File: config.mk
export PLATFORM = sky130hd
export DESIGN_NAME = axi_pack_rd_arbiter
export DESIGN_NICKNAME = d
export VERILOG_FILES = /design/src/rtl/axi_pack_rd_arbiter.sv
export SDC_FILE = /design/constraint.sdc
export NUM_CORES = 1
export LEC_CHECK = 0
export CAP_MARGIN = 20
export CELL_PAD_IN_SITES_DETAIL_PLACEMENT = 1
export CELL_PAD_IN_SITES_GLOBAL_PLACEMENT = 1
export CORE_ASPECT_RATIO = 1.2
export CORE_MARGIN = 3
export CORE_UTILIZATION = 28
export DETAILED_ROUTE_END_ITERATION = 8
export DONT_BUFFER_PORTS = 1
export GPL_ROUTABILITY_DRIVEN = 1
export MAX_ROUTING_LAYER = met4
export PLACE_DENSITY = 0.52
export SYNTH_ARGS = -nofsm -noshare
export SYNTH_HDL_FRONTEND = slang
export SYNTH_SLANG_ARGS = --single-unit
File: constraint.sdc
create_clock -name clk_i -period 3.1 [get_ports clk_i]
set_input_delay 0.62 -clock clk_i [delete_from_list [all_inputs] [get_ports clk_i]]
set_output_delay 0.62 -clock clk_i [all_outputs]
set_load 0.01 [all_outputs]
File: src/rtl/axi_pack_rd_arbiter.sv
// Round-robin AR arbiter with a registered output stage; R beats are steered back to the
// owner of the oldest outstanding burst through an in-order grant FIFO.
module axi_pack_rd_arbiter #(
    parameter int unsigned NumReq         = 2,
    parameter int unsigned ArPayWidth     = 64,
    parameter int unsigned DataWidth      = 32,
    parameter int unsigned MaxOutstanding = 8
) (
    input  logic                              clk_i,
    input  logic                              rst_ni,
    input  logic [NumReq-1:0]                 ar_valid_i,
    output logic [NumReq-1:0]                 ar_ready_o,
    input  logic [NumReq*ArPayWidth-1:0]      ar_pay_i,
    output logic                              mst_ar_valid_o,
    input  logic                              mst_ar_ready_i,
    output logic [ArPayWidth-1:0]             mst_ar_pay_o,
    input  logic                              mst_r_valid_i,
    output logic                              mst_r_ready_o,
    input  logic [DataWidth-1:0]              mst_r_data_i,
    input  logic                              mst_r_last_i,
    output logic [NumReq-1:0]                 r_valid_o,
    input  logic [NumReq-1:0]                 r_ready_i,
    output logic [DataWidth-1:0]              r_data_o,
    output logic                              r_last_o,
    output logic [$clog2(MaxOutstanding):0]   outstanding_o
);

    localparam int unsigned IdxW = (NumReq > 1) ? $clog2(NumReq) : 1;
    localparam int unsigned PtrW = (MaxOutstanding > 1) ? $clog2(MaxOutstanding) : 1;
    localparam int unsigned CntW = $clog2(MaxOutstanding) + 1;
    localparam logic [CntW-1:0] MaxCnt = CntW'(MaxOutstanding);

    logic [IdxW-1:0]       r_rr_ptr;
    logic                  r_stage_valid;
    logic [ArPayWidth-1:0] r_stage_pay;
    logic [IdxW-1:0]       r_fifo [MaxOutstanding];
    logic [PtrW-1:0]       r_wr_ptr;
    logic [PtrW-1:0]       r_rd_ptr;
    logic [CntW-1:0]       r_count;

    logic                  w_free;
    logic                  w_found;
    logic                  w_grant;
    logic [IdxW-1:0]       w_cand;
    logic [IdxW-1:0]       w_winner;
    logic [ArPayWidth-1:0] w_win_pay;
    logic [NumReq-1:0]     w_ar_ready;
    logic                  w_empty;
    logic [IdxW-1:0]       w_head;
    logic [NumReq-1:0]     w_r_valid;
    logic                  w_r_ready;
    logic                  w_push;
    logic                  w_pop;

    // Handshake rule on every channel: a beat moves on a clock edge where valid and ready
    // are both high; a valid, once raised, is expected to hold until it is accepted.

    assign w_free  = !r_stage_valid || mst_ar_ready_i;
    assign w_empty = (r_count == '0);
    assign w_head  = r_fifo[r_rd_ptr];

    // Scan starts just after the last winner so the most recent grantee has lowest priority.
    always_comb begin
        w_found   = 1'b0;
        w_winner  = '0;
        w_win_pay = '0;
        w_cand    = '0;
        for (int k = 1; k <= int'(NumReq); k++) begin
            w_cand = IdxW'((int'(r_rr_ptr) + k) % int'(NumReq));
            if (!w_found && ar_valid_i[w_cand]) begin
                w_found   = 1'b1;
                w_winner  = w_cand;
                w_win_pay = ar_pay_i[w_cand*ArPayWidth +: ArPayWidth];
            end
        end
    end

    // The count is registered, so a pop in a full cycle only frees a slot for the next cycle.
    assign w_grant = rst_ni && w_free && (r_count < MaxCnt) && w_found;
    assign w_push  = w_grant;

    always_comb begin
        w_ar_ready = '0;
        if (w_grant) begin
            w_ar_ready[w_winner] = 1'b1;
        end
    end

    always_comb begin
        w_r_valid = '0;
        w_r_ready = 1'b0;
        if (!w_empty) begin
            w_r_valid[w_head] = mst_r_valid_i;
            w_r_ready         = r_ready_i[w_head];
        end
    end

    assign w_pop = mst_r_valid_i && w_r_ready && mst_r_last_i;

    always_ff @(posedge clk_i or negedge rst_ni) begin
        if (!rst_ni) begin
            r_rr_ptr <= IdxW'(NumReq - 1);
        end else if (w_grant) begin
            r_rr_ptr <= w_winner;
        end
    end

    always_ff @(posedge clk_i or negedge rst_ni) begin
        if (!rst_ni) begin
            r_stage_valid <= 1'b0;
            r_stage_pay   <= '0;
        end else if (w_grant) begin
            r_stage_valid <= 1'b1;
            r_stage_pay   <= w_win_pay;
        end else if (mst_ar_ready_i) begin
            r_stage_valid <= 1'b0;
        end
    end

    always_ff @(posedge clk_i or negedge rst_ni) begin
        if (!rst_ni) begin
            for (int i = 0; i < int'(MaxOutstanding); i++) begin
                r_fifo[i] <= '0;
            end
            r_wr_ptr <= '0;
            r_rd_ptr <= '0;
        end else begin
            if (w_push) begin
                r_fifo[r_wr_ptr] <= w_winner;
                r_wr_ptr         <= r_wr_ptr + PtrW'(1);
            end
            if (w_pop) begin
                r_rd_ptr <= r_rd_ptr + PtrW'(1);
            end
        end
    end

    always_ff @(posedge clk_i or negedge rst_ni) begin
        if (!rst_ni) begin
            r_count <= '0;
        end else begin
            case ({w_push, w_pop})
                2'b10:   r_count <= r_count + CntW'(1);
                2'b01:   r_count <= r_count - CntW'(1);
                default: r_count <= r_count;
            endcase
        end
    end

    assign ar_ready_o     = w_ar_ready;
    assign mst_ar_valid_o = r_stage_valid;
    assign mst_ar_pay_o   = r_stage_pay;
    assign r_valid_o      = w_r_valid;
    assign mst_r_ready_o  = w_r_ready;
    assign r_data_o       = mst_r_data_i;
    assign r_last_o       = mst_r_last_i;
    assign outstanding_o  = r_count;

    a_no_pop_empty: assert property (@(posedge clk_i) disable iff (!rst_ni) !(w_pop && w_empty));
    a_ar_ready_1h:  assert property (@(posedge clk_i) disable iff (!rst_ni) $onehot0(ar_ready_o));
    a_r_valid_1h:   assert property (@(posedge clk_i) disable iff (!rst_ni) $onehot0(r_valid_o));

endmodule

==> impl_metrics.py <==
metrics = {
    "status": {
        "status": "finished, final reports clean",
    },
    "route": {
        "post_drt_wl_per_cell_um": 20.6,
        "antenna_left": 0,
        "firstDrtPassIters": 4,
        "vias": 2996,
        "wirelength_um": 11300,
        "viasPerCell": 5.49,
        "drc": 0,
        "first_iter_violations": 103,
    },
    "clock_tree": {
        "tritoncts": "yes",
        "cts_setup_buffers": 0,
        "clk_pin_slew_worst_paths_ns": 0.06,
        "clock_latency_ns": 0.34,
        "cts_buffer_depth": 2,
        "h-tree-depth": 3,
        "clock_sinks": 84,
        "cts_root_buffer": "clkbuf_16",
        "numCtsBuffers": 9,
    },
    "timing": {
        "fin_crit_ns": 2.90,
        "max_freq_mhz": 345,
        "setup_viol": 0,
        "setup_tns_ns": 0,
        "worst_slew_pin_slew_ns": 0.931,
        "post-route-period-util_pct": 93.6,
        "rsz0062_at_grt": "no",
        "maxSlewViolCount": 0,
        "slew_headroom_pct": 37.8,
        "finClkSkew_ns": 0.00682,
        "hold_violations": 0,
        "final.setup.worst_slack_ns": 0.198,
    },
    "finish": {
        "areaGrowthSynthToFinish_pct": 6.62,
        "final_design_area_no_fill_um2": 4390,
        "final_cell_mix": "134 x nor2_1, 82 x dfrtp_1, 64 x a221oi_1, 10 x nand2_1, 9 x clkbuf_16",
        "n_fill_cell": 1592,
        "drive_above_1_share_pct": 10.7,
        "n_antenna_cell": 0,
        "final_net_count": 545,
        "layout_commonest_cell": "nor2_1",
    },
    "logic_synthesis": {
        "synthCells": 416,
        "synth_flop_cell": "dfrtp_1",
        "seq_area_frac_synth_pct": 51.0,
        "avgSynthCellArea_um2": 9.90,
        "netlist_area_um2": 4120,
        "synth-edff-count": 0,
        "synth_cell_type_count": 33,
        "ys_seq_elements": 84,
        "synth.net_count": 591,
        "async_flop_share_pct": 100,
        "yosys.area.top_type": "dfrtp_1",
        "ys_warn_count": 0,
        "yosys-top-cells-area": "dfrtp_1 50%, a221oi_1 14%, nor2_1 12%",
        "synth_top_area_share_pct": 50.4,
    },
    "pwr": {
        "powerDensity_nw_per_um2": 1090,
        "ir_drop_v": 0.000304,
        "fin_total_pwr_uw": 4780,
        "power_leakage_uw": 0.00181,
    },
    "worst_setup_path": {
        "path_cells": "mux4_1, mux2_4, mux2i_4, ha_1, ha_1, a21o_1, a21oi_1, xnor2_1, nor2_1, xnor2_1",
        "path_depth": 10,
        "critPathKind": "register to register",
        "crit_slowest_cell": "mux4_1",
        "crit_fanout": 4,
        "crit_family": "multiplexers",
        "rr_worst_depth": 10,
        "cp-start-kind": "register",
        "crit_required_ns": 3.33,
        "path_buf_inv": 0,
        "critical_path.max_stage_delay_ns": 0.60,
        "arrival_ns": 3.13,
        "worstSetupEndpointType": "register",
    },
    "global_route": {
        "track_usage_pct": 14.3,
        "grt_max_degree": 84,
        "grt_pass1_wl_um": 17300,
        "grt_pass1_vias": 3123,
        "grt_overflow": 0,
        "antenna_found_initial": 0,
    },
    "die": {
        "fp.dieW_um": 117,
        "coreArea_um2": 14100,
        "fp.dieH_um": 139,
        "die_area_um2": 16200,
        "fp-row-count": 47,
        "start_util_pct": 29.2,
        "num_io_pins": 276,
    },
    "place": {
        "post-place-ws_ns": 0.148,
        "place_area_um2": 4050,
        "port_buffers": 0,
        "gp_congestion": 0.745,
        "post-dp-hpwl_um": 8040,
    },
    "min_path": {
        "worstHoldPathType": "input port to asynchronous set/reset pin",
    },
    "flow_run": {
        "maxCapViolCount": 0,
    },
}
timing repair:
item,in CTS,in global routing
endpoints found under the hold margin,83,0
hold buffers,1,0
endpoints found under the setup margin,0,1
resized for setup,0,1
Yosys cell counts, drive strengths merged (2+ instances only):
cell type	count
a221oi	64
clkbuf	24
xor2	2
a21boi	2
nand2b	2
a21oi	2
nand3	5
buf	42
dfrtp	83
a21o	2
ha	5
nand3b	2
mux2i	3
mux2	9
nand2	10
inv	6
xnor2	6
nor2	134
mux4	2
nand4b	2
registers in the layout, indices dropped and copies added (netlist names):
register / flops
r_wr_ptr: 3
r_rr_ptr: 1
outstanding_o: 4
r_rd_ptr: 3
mst_ar_pay_o: 64
r_fifo: 8
mst_ar_valid_o: 1
per-layer routing:
| layer | global-route usage [%] | up-vias | wire length [um] |
|---|---|---|---|
| met4 | 6.22 | 0 | 182 |
| met1 | 17.5 | 1468 | 4530 |
| met2 | 21.8 | 164 | 5620 |
| li1 | - | 1348 | - |
| met3 | 3.97 | 16 | 943 |
| met5 | - | - | 0 |
cells by family after synthesis:
| logic type | after synthesis | share of synthesized area (%) |
|---|---|---|
| compound gates | 74 | 15.5 |
| simple gates | 158 | 15.3 |
| flops | 84 | 51.0 |
| fa+ha+maj | 6 | 2.00 |
| xor+xnor | 8 | 1.70 |
| mux | 14 | 4.95 |
| buf+inv | 72 | 9.57 |
power by group:
| part | switching, uW | total [uW] | internal (uW) |
|---|---|---|---|
| combinational | 700 | 1270 | 572 |
| sequential | 697 | 2350 | 1650 |
| clock | 435 | 1160 | 724 |
layout make-up:
cell class / count / area [um2] / share of cell area [%]
tap: 171 / 214 / 4.87
timing repair buffer: 9 / 87.6 / 1.99
multi-input combinational: 260 / 1650 / 37.5
sequential: 84 / 2100 / 47.9
clock buffer: 11 / 243 / 5.53
clock inverter: 5 / 75.1 / 1.71
inverter: 6 / 22.5 / 0.513
metrics by stage:
step | instances | hold WS, ns | utilization (%)
finish | 546 | 0.114 | 31.1
detailed placement | 529 | 0.327 | 28.7
CTS | 546 | 0.0924 | 31.1
global placement | 529 | 0.327 | 28.7
floorplan | 416 | 0.324 | -
global route | 546 | 0.0950 | 31.1
worst paths after layout:
kind / start / end / slack, ns
worst max register to register: r_rd_ptr[0] / outstanding_o[3] / 0.20
worst max-delay path: r_rd_ptr[0] / outstanding_o[3] / 0.20
min in group clk_i: ar_pay_i[20] / mst_ar_pay_o[20] / 0.44
worst min-delay path: rst_ni / r_rr_ptr / 0.11
worst min register to register: r_fifo[6] / r_fifo[6] / 0.50
max in group asynchronous: rst_ni / mst_ar_pay_o[27] / 2.58
Power figures use the tool's default switching activity.
